$ cat config.mk
export PLATFORM = sky130hd
export DESIGN_NAME = maple_txn_scheduler
export DESIGN_NICKNAME = d
export VERILOG_FILES = /design/src/rtl/maple_pkg.sv /design/src/rtl/maple_rr_arbiter.sv /design/src/rtl/maple_txn_scheduler.sv
export SDC_FILE = /design/constraint.sdc
export NUM_CORES = 1
export LEC_CHECK = 0
export ABC_AREA = 1
export ABC_CLOCK_PERIOD_IN_PS = 1900
export CAP_MARGIN = 20
export CORE_UTILIZATION = 51
export CTS_CLUSTER_DIAMETER = 40
export DETAILED_ROUTE_END_ITERATION = 8
export GPL_TIMING_DRIVEN = 0
export MAX_ROUTING_LAYER = met4
export PLACE_DENSITY = 0.78
export SETUP_SLACK_MARGIN = 0.05
export SLEW_MARGIN = 20
export SYNTH_ARGS = -nofsm -noshare
export SYNTH_HDL_FRONTEND = slang
export SYNTH_SLANG_ARGS = --single-unit
$ cat constraint.sdc
create_clock -name aclk -period 1.9 [get_ports aclk]
set_input_delay 0.38 -clock aclk [delete_from_list [all_inputs] [get_ports aclk]]
set_output_delay 0.38 -clock aclk [all_outputs]
set_load 0.1 [all_outputs]
$ cat src/rtl/maple_pkg.sv
`default_nettype none
// ============================================================================
// Module   : maple_pkg
// Brief    : FSM state encodings and completion status codes shared by the
//            Maple Bus transaction scheduler and its arbiter.
// Revision : 1.0 - initial release
// ============================================================================
package maple_pkg;

  typedef logic [2:0] state_t;

  localparam logic [2:0] ST_IDLE     = 3'd0;
  localparam logic [2:0] ST_TX_START = 3'd1;
  localparam logic [2:0] ST_TX       = 3'd2;
  localparam logic [2:0] ST_RX_WAIT  = 3'd3;
  localparam logic [2:0] ST_RX       = 3'd4;
  localparam logic [2:0] ST_DONE     = 3'd5;

  typedef logic [1:0] status_t;

  localparam logic [1:0] STAT_OK           = 2'b00;
  localparam logic [1:0] STAT_RESP_TIMEOUT = 2'b01;
  localparam logic [1:0] STAT_TX_ERR       = 2'b10;
  localparam logic [1:0] STAT_RX_ABORT     = 2'b11;

  // The bus is turned around to the receiver only while waiting for or taking a reply.
  function automatic logic is_rx_state(input state_t st);
    return (st == ST_RX_WAIT) || (st == ST_RX);
  endfunction

endpackage
`default_nettype wire

$ cat src/rtl/maple_rr_arbiter.sv
`default_nettype none
// ============================================================================
// Module   : maple_rr_arbiter
// Brief    : Combinational one-hot round-robin pick: first request at or after
//            the pointer, wrapping to 0. Idle requesters are skipped.
// Revision : 1.0 - initial release
// ============================================================================
module maple_rr_arbiter #(
  parameter int NUM_REQ = 4,
  parameter int ID_W    = 2
) (
  input  logic [NUM_REQ-1:0] req,
  input  logic [ID_W-1:0]    ptr,
  output logic [NUM_REQ-1:0] gnt,
  output logic [ID_W-1:0]    gnt_id,
  output logic               gnt_any
);

  always_comb begin
    int              idx;
    logic [ID_W-1:0] idx_w;
    gnt     = '0;
    gnt_id  = '0;
    gnt_any = 1'b0;
    idx     = 0;
    idx_w   = '0;
    for (int i = 0; i < NUM_REQ; i++) begin
      idx = int'(ptr) + i;
      if (idx >= NUM_REQ) begin
        idx = idx - NUM_REQ;
      end
      idx_w = ID_W'(idx);
      if (!gnt_any && req[idx_w]) begin
        gnt_any    = 1'b1;
        gnt_id     = idx_w;
        gnt[idx_w] = 1'b1;
      end
    end
  end

endmodule
`default_nettype wire

$ cat src/rtl/maple_txn_scheduler.sv
`default_nettype none
// ============================================================================
// Module   : maple_txn_scheduler
// Brief    : Grants one Maple Bus frame at a time, supervises TX, bus turnaround
//            and the reply window, and reports a completion record per txn.
// Revision : 1.0 - initial release
// ============================================================================
module maple_txn_scheduler
  import maple_pkg::*;
#(
  parameter int NUM_REQ  = 4,
  parameter int ID_W     = 2,
  parameter int START_TO = 256,
  parameter int RESP_TO  = 100000,
  parameter int CNT_W    = 17
) (
  input  logic               aclk,
  input  logic               areset,
  input  logic               enable,
  input  logic [NUM_REQ-1:0] req_valid,
  input  logic [NUM_REQ-1:0] req_expect_resp,
  output logic [NUM_REQ-1:0] req_ready,
  output logic [ID_W-1:0]    grant_id,
  output logic               busy,
  output logic               tx_start,
  input  logic               tx_busy,
  output logic               rx_enable,
  input  logic               rx_active,
  input  logic               rx_last,
  output logic               done_valid,
  output logic [ID_W-1:0]    done_id,
  output logic [1:0]         done_status,
  input  logic               done_ready
);

  localparam logic [CNT_W-1:0] START_LIM = CNT_W'(START_TO - 1);
  localparam logic [CNT_W-1:0] RESP_LIM  = CNT_W'(RESP_TO - 1);
  localparam logic [CNT_W-1:0] CNT_MAX   = {CNT_W{1'b1}};

  state_t               state_q, state_d;
  logic [ID_W-1:0]      ptr_q, ptr_d;
  logic [ID_W-1:0]      id_q, id_d;
  logic                 expect_q, expect_d;
  logic [CNT_W-1:0]     cnt_q, cnt_d;
  status_t              status_q, status_d;
  logic [NUM_REQ-1:0]   req_ready_q, req_ready_d;
  logic                 tx_start_q, tx_start_d;

  logic [NUM_REQ-1:0]   arb_gnt;
  logic [ID_W-1:0]      arb_id;
  logic                 arb_any;
  logic [CNT_W-1:0]     cnt_inc;

  maple_rr_arbiter #(
    .NUM_REQ (NUM_REQ),
    .ID_W    (ID_W)
  ) u_arb (
    .req     (req_valid),
    .ptr     (ptr_q),
    .gnt     (arb_gnt),
    .gnt_id  (arb_id),
    .gnt_any (arb_any)
  );

  assign cnt_inc = (cnt_q == CNT_MAX) ? cnt_q : cnt_q + CNT_W'(1);

  always_comb begin
    state_d     = state_q;
    ptr_d       = ptr_q;
    id_d        = id_q;
    expect_d    = expect_q;
    cnt_d       = cnt_q;
    status_d    = status_q;
    req_ready_d = '0;
    tx_start_d  = 1'b0;

    case (state_q)
      ST_IDLE: begin
        if (enable && arb_any) begin
          id_d        = arb_id;
          expect_d    = req_expect_resp[arb_id];
          ptr_d       = (int'(arb_id) == NUM_REQ - 1) ? '0 : arb_id + ID_W'(1);
          req_ready_d = arb_gnt;
          tx_start_d  = 1'b1;
          cnt_d       = '0;
          state_d     = ST_TX_START;
        end
      end

      ST_TX_START: begin
        if (tx_busy) begin
          state_d = ST_TX;
        end else if (cnt_q >= START_LIM) begin
          status_d = STAT_TX_ERR;
          state_d  = ST_DONE;
        end else begin
          cnt_d = cnt_inc;
        end
      end

      ST_TX: begin
        if (!tx_busy) begin
          if (expect_q) begin
            // The cycle tx_busy is first seen low already counts toward the reply window.
            cnt_d   = CNT_W'(1);
            state_d = ST_RX_WAIT;
          end else begin
            status_d = STAT_OK;
            state_d  = ST_DONE;
          end
        end
      end

      ST_RX_WAIT: begin
        if (rx_active) begin
          state_d = ST_RX;
        end else if (cnt_q >= RESP_LIM) begin
          status_d = STAT_RESP_TIMEOUT;
          state_d  = ST_DONE;
        end else begin
          cnt_d = cnt_inc;
        end
      end

      ST_RX: begin
        // A final beat coinciding with the receiver dropping is still a clean reply.
        if (rx_last) begin
          status_d = STAT_OK;
          state_d  = ST_DONE;
        end else if (!rx_active) begin
          status_d = STAT_RX_ABORT;
          state_d  = ST_DONE;
        end
      end

      ST_DONE: begin
        if (done_ready) begin
          state_d = ST_IDLE;
        end
      end

      default: begin
        state_d = ST_IDLE;
      end
    endcase
  end

  always_ff @(posedge aclk) begin
    if (areset) begin
      state_q     <= ST_IDLE;
      ptr_q       <= '0;
      id_q        <= '0;
      expect_q    <= 1'b0;
      cnt_q       <= '0;
      status_q    <= STAT_OK;
      req_ready_q <= '0;
      tx_start_q  <= 1'b0;
    end else begin
      state_q     <= state_d;
      ptr_q       <= ptr_d;
      id_q        <= id_d;
      expect_q    <= expect_d;
      cnt_q       <= cnt_d;
      status_q    <= status_d;
      req_ready_q <= req_ready_d;
      tx_start_q  <= tx_start_d;
    end
  end

  assign req_ready   = req_ready_q;
  assign tx_start    = tx_start_q;
  assign grant_id    = id_q;
  assign busy        = (state_q != ST_IDLE);
  assign rx_enable   = is_rx_state(state_q);
  assign done_valid  = (state_q == ST_DONE);
  assign done_id     = id_q;
  assign done_status = status_q;

endmodule
`default_nettype wire

==> summary.txt, run 1 <==
Clock tree
  – H-tree levels: 2
  – TritonCTS clock tree: yes
  – CTS buffer count: 5
  – Reg clk slew, reported paths: roughly 0.070 ns
  – CTS max path bufs: 2
  – Clk Latency, worst-skew pair: 0.29 ns
  – Root buffer cell: clkbuf_8
  – CTS Hold Buffers Added: 0
  – Clk sink count: 32

Final layout
  – Filler cells: approximately 350
  – Ant diodes: 0
  – Area added between synthesis and finish: 42.73%
  – Final std cells w/o fill: approximately 510
  – Layout Nets: around 480
  – Ratio of cells with drive above 1 in the final layout: 35.01%

Routing
  – DRT Wirelength: just under 8000 um
  – First-pass detailed-route iteration total: 5
  – Total number of vias: a little under 3000
  – Drt drc: 0
  – DR iter-0 viols: 271
  – Final ANT Viol Nets: 0
  – Vias/cell: around 5.8
  – WL per Instance: 15.47 um

Timing
  – Hold Fails Final Rpt: 0
  – Final worst slack: -0.3499 ns
  – Period utilisation layout: 118.4%
  – Relative slew slack: between 30 and 40%
  – Hold slack: about 0.49 ns
  – Layout Skew: between 0.003 and 0.004 ns
  – RSZ-0062 raised after global routing: yes
  – Setup tns final: -5.365 ns
  – Fin crit period: 2.250 ns
  – Fmax: 0.4445 GHz
  – Slew Limit Fails: 0
  – Count of final setup violators: 20
  – Worst Tran Pin Value: roughly 0.96 ns

Floorplanning
  – Chip Width: between 70 and 80 um
  – Row count: 25
  – Vert. Die Dim: approximately 72 um
  – Die area: approximately 5000 um^2
  – Core area: between 4000 and 5000 um^2
  – I/O pin cnt: 29
  – Initial core utilization: a little over half

Worst setup path
  – Crit path required time: approximately 2 ns
  – Top cell by count, worst path: ha_4
  – Type of the worst setup path: reg2reg
  – Cell Chain, Critical Path: ha_4 > nand2_2 > inv_2 > nand2_4 > nor2_4 > and3_4 > ha_4 > a21oi_2 > nand4_1 > a21oi_4 > nand3_4 > buf_4 > nand2_1 > a21oi_1
  – WP data arrival: between 2 and 2.5 ns
  – Slowest stage delay, CP: roughly 0.36 ns
  – Crit-path max FO: 5
  – Critical Path End Type: flop
  – CP startpoint kind: flop
  – FF-to-FF path depth: 14
  – Slowest cell on crit path: dfxtp_4

Outcome
  – Status: finished with violations
  – Failing checks: negative setup slack

Global routing
  – Gr ovfl total: 0
  – Vias in the first global route: ~2600
  – GRT Max-Usage Layer: met2
  – Total track usage: 29.82%
  – Global-route wire length before repair: 11770 um
  – Largest net degree at the start of global routing: 11
  – GR met3 Demand/Resource: between 4 and 5%
  – GR Util met2: between 50 and 60%
  – Met1 usage: between 30% and 40%
  – Initial antenna violation count: 0

Yosys
  – Synth cell types: 35
  – Post-Syn Instances: 390
  – Syn nets: 411
  – Mean Syn Cell Area: roughly 6.4 um^2
  – Ys flop type: dfxtp_1
  – Count leader, synth: nand2_1
  – Sequential cell area fraction in the yosys report: 25.83%
  – Dominant cell type by area after synthesis: dfxtp_1
  – Share of flip-flops with an asynchronous set or reset: 0%
  – Yosys warnings: 0
  – #FFs+latches synth: 32
  – Synth cell count leaders: nand2_1 (81), inv_1 (53), nor2_1 (53)
  – Post-synth EDFFs: 0
  – Cell Area, Synth: approximately 2500 um^2
  – Yosys top cell area share: 25.83%
  – Top cells by area, synth: dfxtp_1 (26%), nand2_1 (12%), inv_1 (8.0%), nor2_1 (8.0%), nand4_1 (4.8%)

Placement
  – Buffers on Ports: 28
  – Placed wire-length estimate: 4751 um
  – Placer Congestion: between 0.9 and 1
  – # placed instances: between 400 and 500

Power and ir drop
  – Total Power: 6083 uW
  – Worst VDD drop: 1.630 mV
  – P per Cell Area: approximately 1700 nW/um^2
  – Pleak: roughly 0.0016 uW

Min path
  – Hold path cells: 2
  – Hold Path Class: reg2reg

Job
  – Maximum Capacitance Violations: 0
## sequential cells by signal (all words and copies together) (netlist names), named ones only
register / flops
done_status: 2
done_id: 2
cnt_q: 17
tx_start: 1
ptr_q: 1
expect_q: 1
req_ready: 4
state_q: 3
## routing by layer
metal | share of wire, % | routed length (um)
met4 | 2.0 | 157
met2 | 50 | 3954
met1 | 42 | 3316
met3 | 6.0 | 478
met5 | 0 | 0
## critical path: cells and delay by family (launching register included)
| kind | cells | cell delay [ns] |
|---|---|---|
| AOI/OAI and AO/OA | 3 | 0.41 |
| adders and majority gates | 2 | 0.31 |
| buffers and inverters | 2 | 0.26 |
| DFF | 1 | 0.36 |
| and+or+nand+nor | 7 | 0.79 |
## stage by stage
step / cell area, um^2 / setup slack (ns) / util, %
after floorplan: 2527 / -0.1277 / -
after global placement: 2875 / -0.5881 / 61.28
after detailed placement: 2875 / -0.5824 / 61.28
after CTS: 3344 / -0.2752 / 71.28
after global routing: 3540 / -0.4522 / 75.44
final: 3540 / -0.3499 / 75.44
## cells in the final DEF, fill, tap and decap left out, types with 5 or more instances in the layout
| cell type | instances |
|---|---|
| nor3_1 | 8 |
| nand2_2 | 27 |
| dfxtp_1 | 23 |
| a21oi_2 | 11 |
| buf_6 | 7 |
| a21oi_1 | 14 |
| inv_1 | 49 |
| nand3_1 | 16 |
| dfxtp_2 | 5 |
| nor2_4 | 6 |
| nand2_4 | 16 |
| buf_4 | 28 |
| nand2_1 | 56 |
| xor2_1 | 9 |
| nand3_2 | 5 |
| nand3_4 | 6 |
| nand4_1 | 19 |
| clkdlybuf4s50_1 | 13 |
| clkbuf_8 | 6 |
| nor2_1 | 47 |
| o21ai_0 | 8 |
| inv_2 | 6 |
| o21ai_1 | 10 |
## worst paths after layout
| check | from | endpoint | slack (ns) |
|---|---|---|---|
| max reg2reg | cnt_q[1] | cnt_q[1] | -0.35 |
| max | cnt_q[1] | cnt_q[1] | -0.35 |
| min reg2reg | cnt_q[3] | cnt_q[3] | 0.49 |
| min | cnt_q[3] | cnt_q[3] | 0.49 |
## cell type report
cell class	count	area, um^2	area share [%]
timing repair buffer	59	538.0	15.20
clock inverter	2	10.01	0.2828
sequential	32	661.9	18.70
multi-input combinational	289	1861	52.56
buffer	10	83.83	2.368
tap	54	67.56	1.909
inverter	59	235.2	6.645
clock buffer	6	82.58	2.333
## cell families after synthesis
group	after synthesis	synth area share, %
flip-flops	32	25.83
buffers and inverters	69	11.86
AO/OA/AOI/OAI	52	12.87
XOR/XNOR	11	3.885
adder cells (fa/ha/maj)	6	3.027
AND/OR/NAND/NOR	220	42.53
## where the power goes
| group | internal, uW | switching (uW) | leakage [uW] |
|---|---|---|---|
| clock | 289 | 280 | 0.0000510 |
| combinational | 1620 | 2940 | 0.00128 |
| sequential | 821 | 131 | 0.000265 |
## what timing repair did
item / CTS / global route
gates cloned: 1 / 0
resized for setup: 95 / 54
pin swaps: 20 / 21
endpoints found under the setup margin: 46 / 40
setup buffers: 22 / 8
endpoints found under the hold margin: 0 / 0
No activity file was read; power rests on OpenSTA's default activity.
==> inputs of run 2 (changes only) <==
--- a/config.mk
+++ b/config.mk
@@ -6,14 +6,15 @@
 export NUM_CORES = 1
 export LEC_CHECK = 0
 export ABC_AREA = 1
-export ABC_CLOCK_PERIOD_IN_PS = 1900
+export ABC_CLOCK_PERIOD_IN_PS = 2100
 export CAP_MARGIN = 20
-export CORE_UTILIZATION = 51
+export CORE_MARGIN = 3
+export CORE_UTILIZATION = 56
 export CTS_CLUSTER_DIAMETER = 40
 export DETAILED_ROUTE_END_ITERATION = 8
 export GPL_TIMING_DRIVEN = 0
 export MAX_ROUTING_LAYER = met4
-export PLACE_DENSITY = 0.78
+export PLACE_DENSITY = 0.81
 export SETUP_SLACK_MARGIN = 0.05
 export SLEW_MARGIN = 20
 export SYNTH_ARGS = -nofsm -noshare
==> constraint.sdc (replaced) <==
create_clock -name aclk -period 2.1 [get_ports aclk]
set_input_delay 0.42 -clock aclk [delete_from_list [all_inputs] [get_ports aclk]]
set_output_delay 0.42 -clock aclk [all_outputs]
set_load 0.1 [all_outputs]
==> run 2 against run 1 <==
  * The run still ends with negative setup slack left
  * Highest routed layer unchanged
  * Critical path type unchanged
  * Die area is 2.3% higher
  * Register-to-register slack better by 0.23 ns
  * Clock-buffer cell count is 1 higher
  * Sequential power is 11% lower
  * Cell count is 1.6% lower
==> summary.txt, run 2 (synthesized netlist as in run 1, its figures left out) <==
Worst setup path
  – Critical path's top delay family: simple AND/OR/NAND/NOR gates
  – Top cell by count, worst path: nand2_4
  – Critical Path End Type: flop
  – CP startpoint kind: flop
  – Slowest cell on crit path: dfxtp_4
  – Slowest stage delay, CP: ~0.35 ns
  – Cell Chain, Critical Path: ha_4 > nand2_4 > inv_4 > nand2_4 > nor2_4 > and3_4 > ha_4 > a21oi_2 > nand4_1 > a21oi_4 > nand3_4 > buf_12 > buf_12 > nand2_4 > a21oi_2
  – CP Buf/Inv Count: 3
  – Crit path required time: approximately 2.3 ns
  – Crit-path max FO: 5
  – Type of the worst setup path: reg2reg
  – WP data arrival: approximately 2.4 ns

Power and ir drop
  – Pleak: around 0.0016 uW
  – P per Cell Area: 1575 nW/um^2
  – Total Power: about 5400 uW
  – Worst VDD drop: between 1 and 1.5 mV

Global routing
  – Total track usage: 30.18%
  – Global-route wire length before repair: between 10000 and 15000 um
  – Vias in the first global route: roughly 2700
  – Initial antenna violation count: 0
  – Gr ovfl total: 0
  – Largest net degree at the start of global routing: 11

Floorplanning
  – Vert. Die Dim: slightly above 70 um
  – Initial core utilization: 59.84%
  – Die area: between 5000 and 6000 um^2
  – Row count: 23
  – Core area: about 4100 um^2
  – I/O pin cnt: 29
  – Chip Width: around 73 um

Timing
  – Count of final setup violators: 16
  – Layout Skew: just over 0.01 ns
  – Slew Limit Fails: 0
  – Setup tns final: -1.462 ns
  – Period utilisation layout: 105.7%
  – Final worst slack: -0.1195 ns
  – Fmax: between 0.4 and 0.5 GHz
  – Relative slew slack: a little over a third
  – Hold Fails Final Rpt: 0
  – Fin crit period: between 2 and 2.5 ns
  – RSZ-0062 raised after global routing: yes
  – Worst Tran Pin Value: around 0.97 ns

Final layout
  – Ratio of cells with drive above 1 in the final layout: between 20 and 30%
  – Largest Register: cnt_q
  – Final std cells w/o fill: a little over 500
  – Area added between synthesis and finish: 38.70%
  – Most common cell after layout, fill and taps aside: nand2_1
  – Ant diodes: 0
  – Final Util: 83.00%
  – Cell area after layout: 3440 um^2
  – Filler cells: roughly 270
  – Most frequent cells in the layout: nand2_1 (69), inv_1 (51), nor2_1 (50)
  – Layout Nets: approximately 470
  – Max reg flops: 17

Routing
  – Drt drc: 0
  – Vias/cell: approximately 6
  – First-pass detailed-route iteration total: 6
  – Total number of vias: between 2000 and 3000
  – Final ANT Viol Nets: 0
  – WL per Instance: between 15 and 20 um
  – DRT Wirelength: 8019 um
  – DR iter-0 viols: a little under 300

Min path
  – Hold Path Class: reg2reg

Job
  – Maximum Capacitance Violations: 0

Clock tree
  – CTS Hold Buffers Added: 0
  – CTS max path bufs: 2
  – TritonCTS clock tree: yes
  – Clk sink count: 32
  – H-tree levels: 2
  – Root buffer cell: clkbuf_8
  – Clk Latency, worst-skew pair: approximately 0.29 ns
  – Reg clk slew, reported paths: 0.07 ns
  – CTS buffer count: 5

Outcome
  – Status: finished with violations
  – Failing checks: negative setup slack

Placement
  – Placed wire-length estimate: just under 5000 um
  – Buffers on Ports: 28
  – # placed instances: about 470
  – Post-DP Area: about 2900 um^2
  – Placer Congestion: slightly above 0.9
run 2: where the power goes:
| part | leakage (uW) | internal [uW] | switching [uW] |
|---|---|---|---|
| Combinational | 0.00128 | 1400 | 2510 |
| Clock | 0.0000645 | 419 | 239 |
| Sequential | 0.000268 | 738 | 111 |
| Total | 0.00161 | 2560 | 2860 |
run 2: per-stage QoR:
step                setup WS (ns)  hold WS (ns)
floorplan                 0.05023        0.4672
global placement          -0.4196        0.4807
detailed placement        -0.4272        0.4886
CTS                       -0.1020        0.5028
global route              -0.1849        0.5044
finish                    -0.1195        0.5002
run 2: tightest hold or removal path, cell delays in order, from the launching register on:
cell and delay [ns]:
dfxtp_2 0.36, nand2_4 0.07, a21oi_2 0.04
run 2: routing by layer:
layer | vias up | global-route usage [%] | part of all wire, %
met5 | - | - | 0
met4 | 0 | 13.32 | 3.6
met3 | 36 | 4.571 | 7.5
met2 | 154 | 46.89 | 47
met1 | 1350 | 38.66 | 42
li1 | 1395 | - | -
run 2: final timing paths:
check                               from        to  slack (ns)  cells after the start
worst max-delay path            cnt_q[0]  cnt_q[2]       -0.12                     15
worst min-delay path            cnt_q[7]  cnt_q[7]        0.50                      2
worst max register to register  cnt_q[0]  cnt_q[2]       -0.12                     15
worst min register to register  cnt_q[7]  cnt_q[7]        0.50                      2
run 2: what timing repair did:
action	CTS	global route
cloned	2	0
buffers inserted	14	12
pin swaps	16	19
hold endpoints to repair	0	0
resized for setup	60	44
endpoints found under the setup margin	44	32
run 2: final cells by class:
class                           count  area, um^2  share of cell area, %
Sequential cell                    32       666.9                  19.39
Tap cell                           50       62.56                  1.819
Clock buffer                        7       96.34                  2.801
Buffer                             10       80.08                  2.328
Timing Repair Buffer               55       515.5                  14.99
Multi-Input combinational cell    289        1759                  51.15
Clock inverter                      1       30.03                 0.8730
Inverter                           59       229.0                  6.657
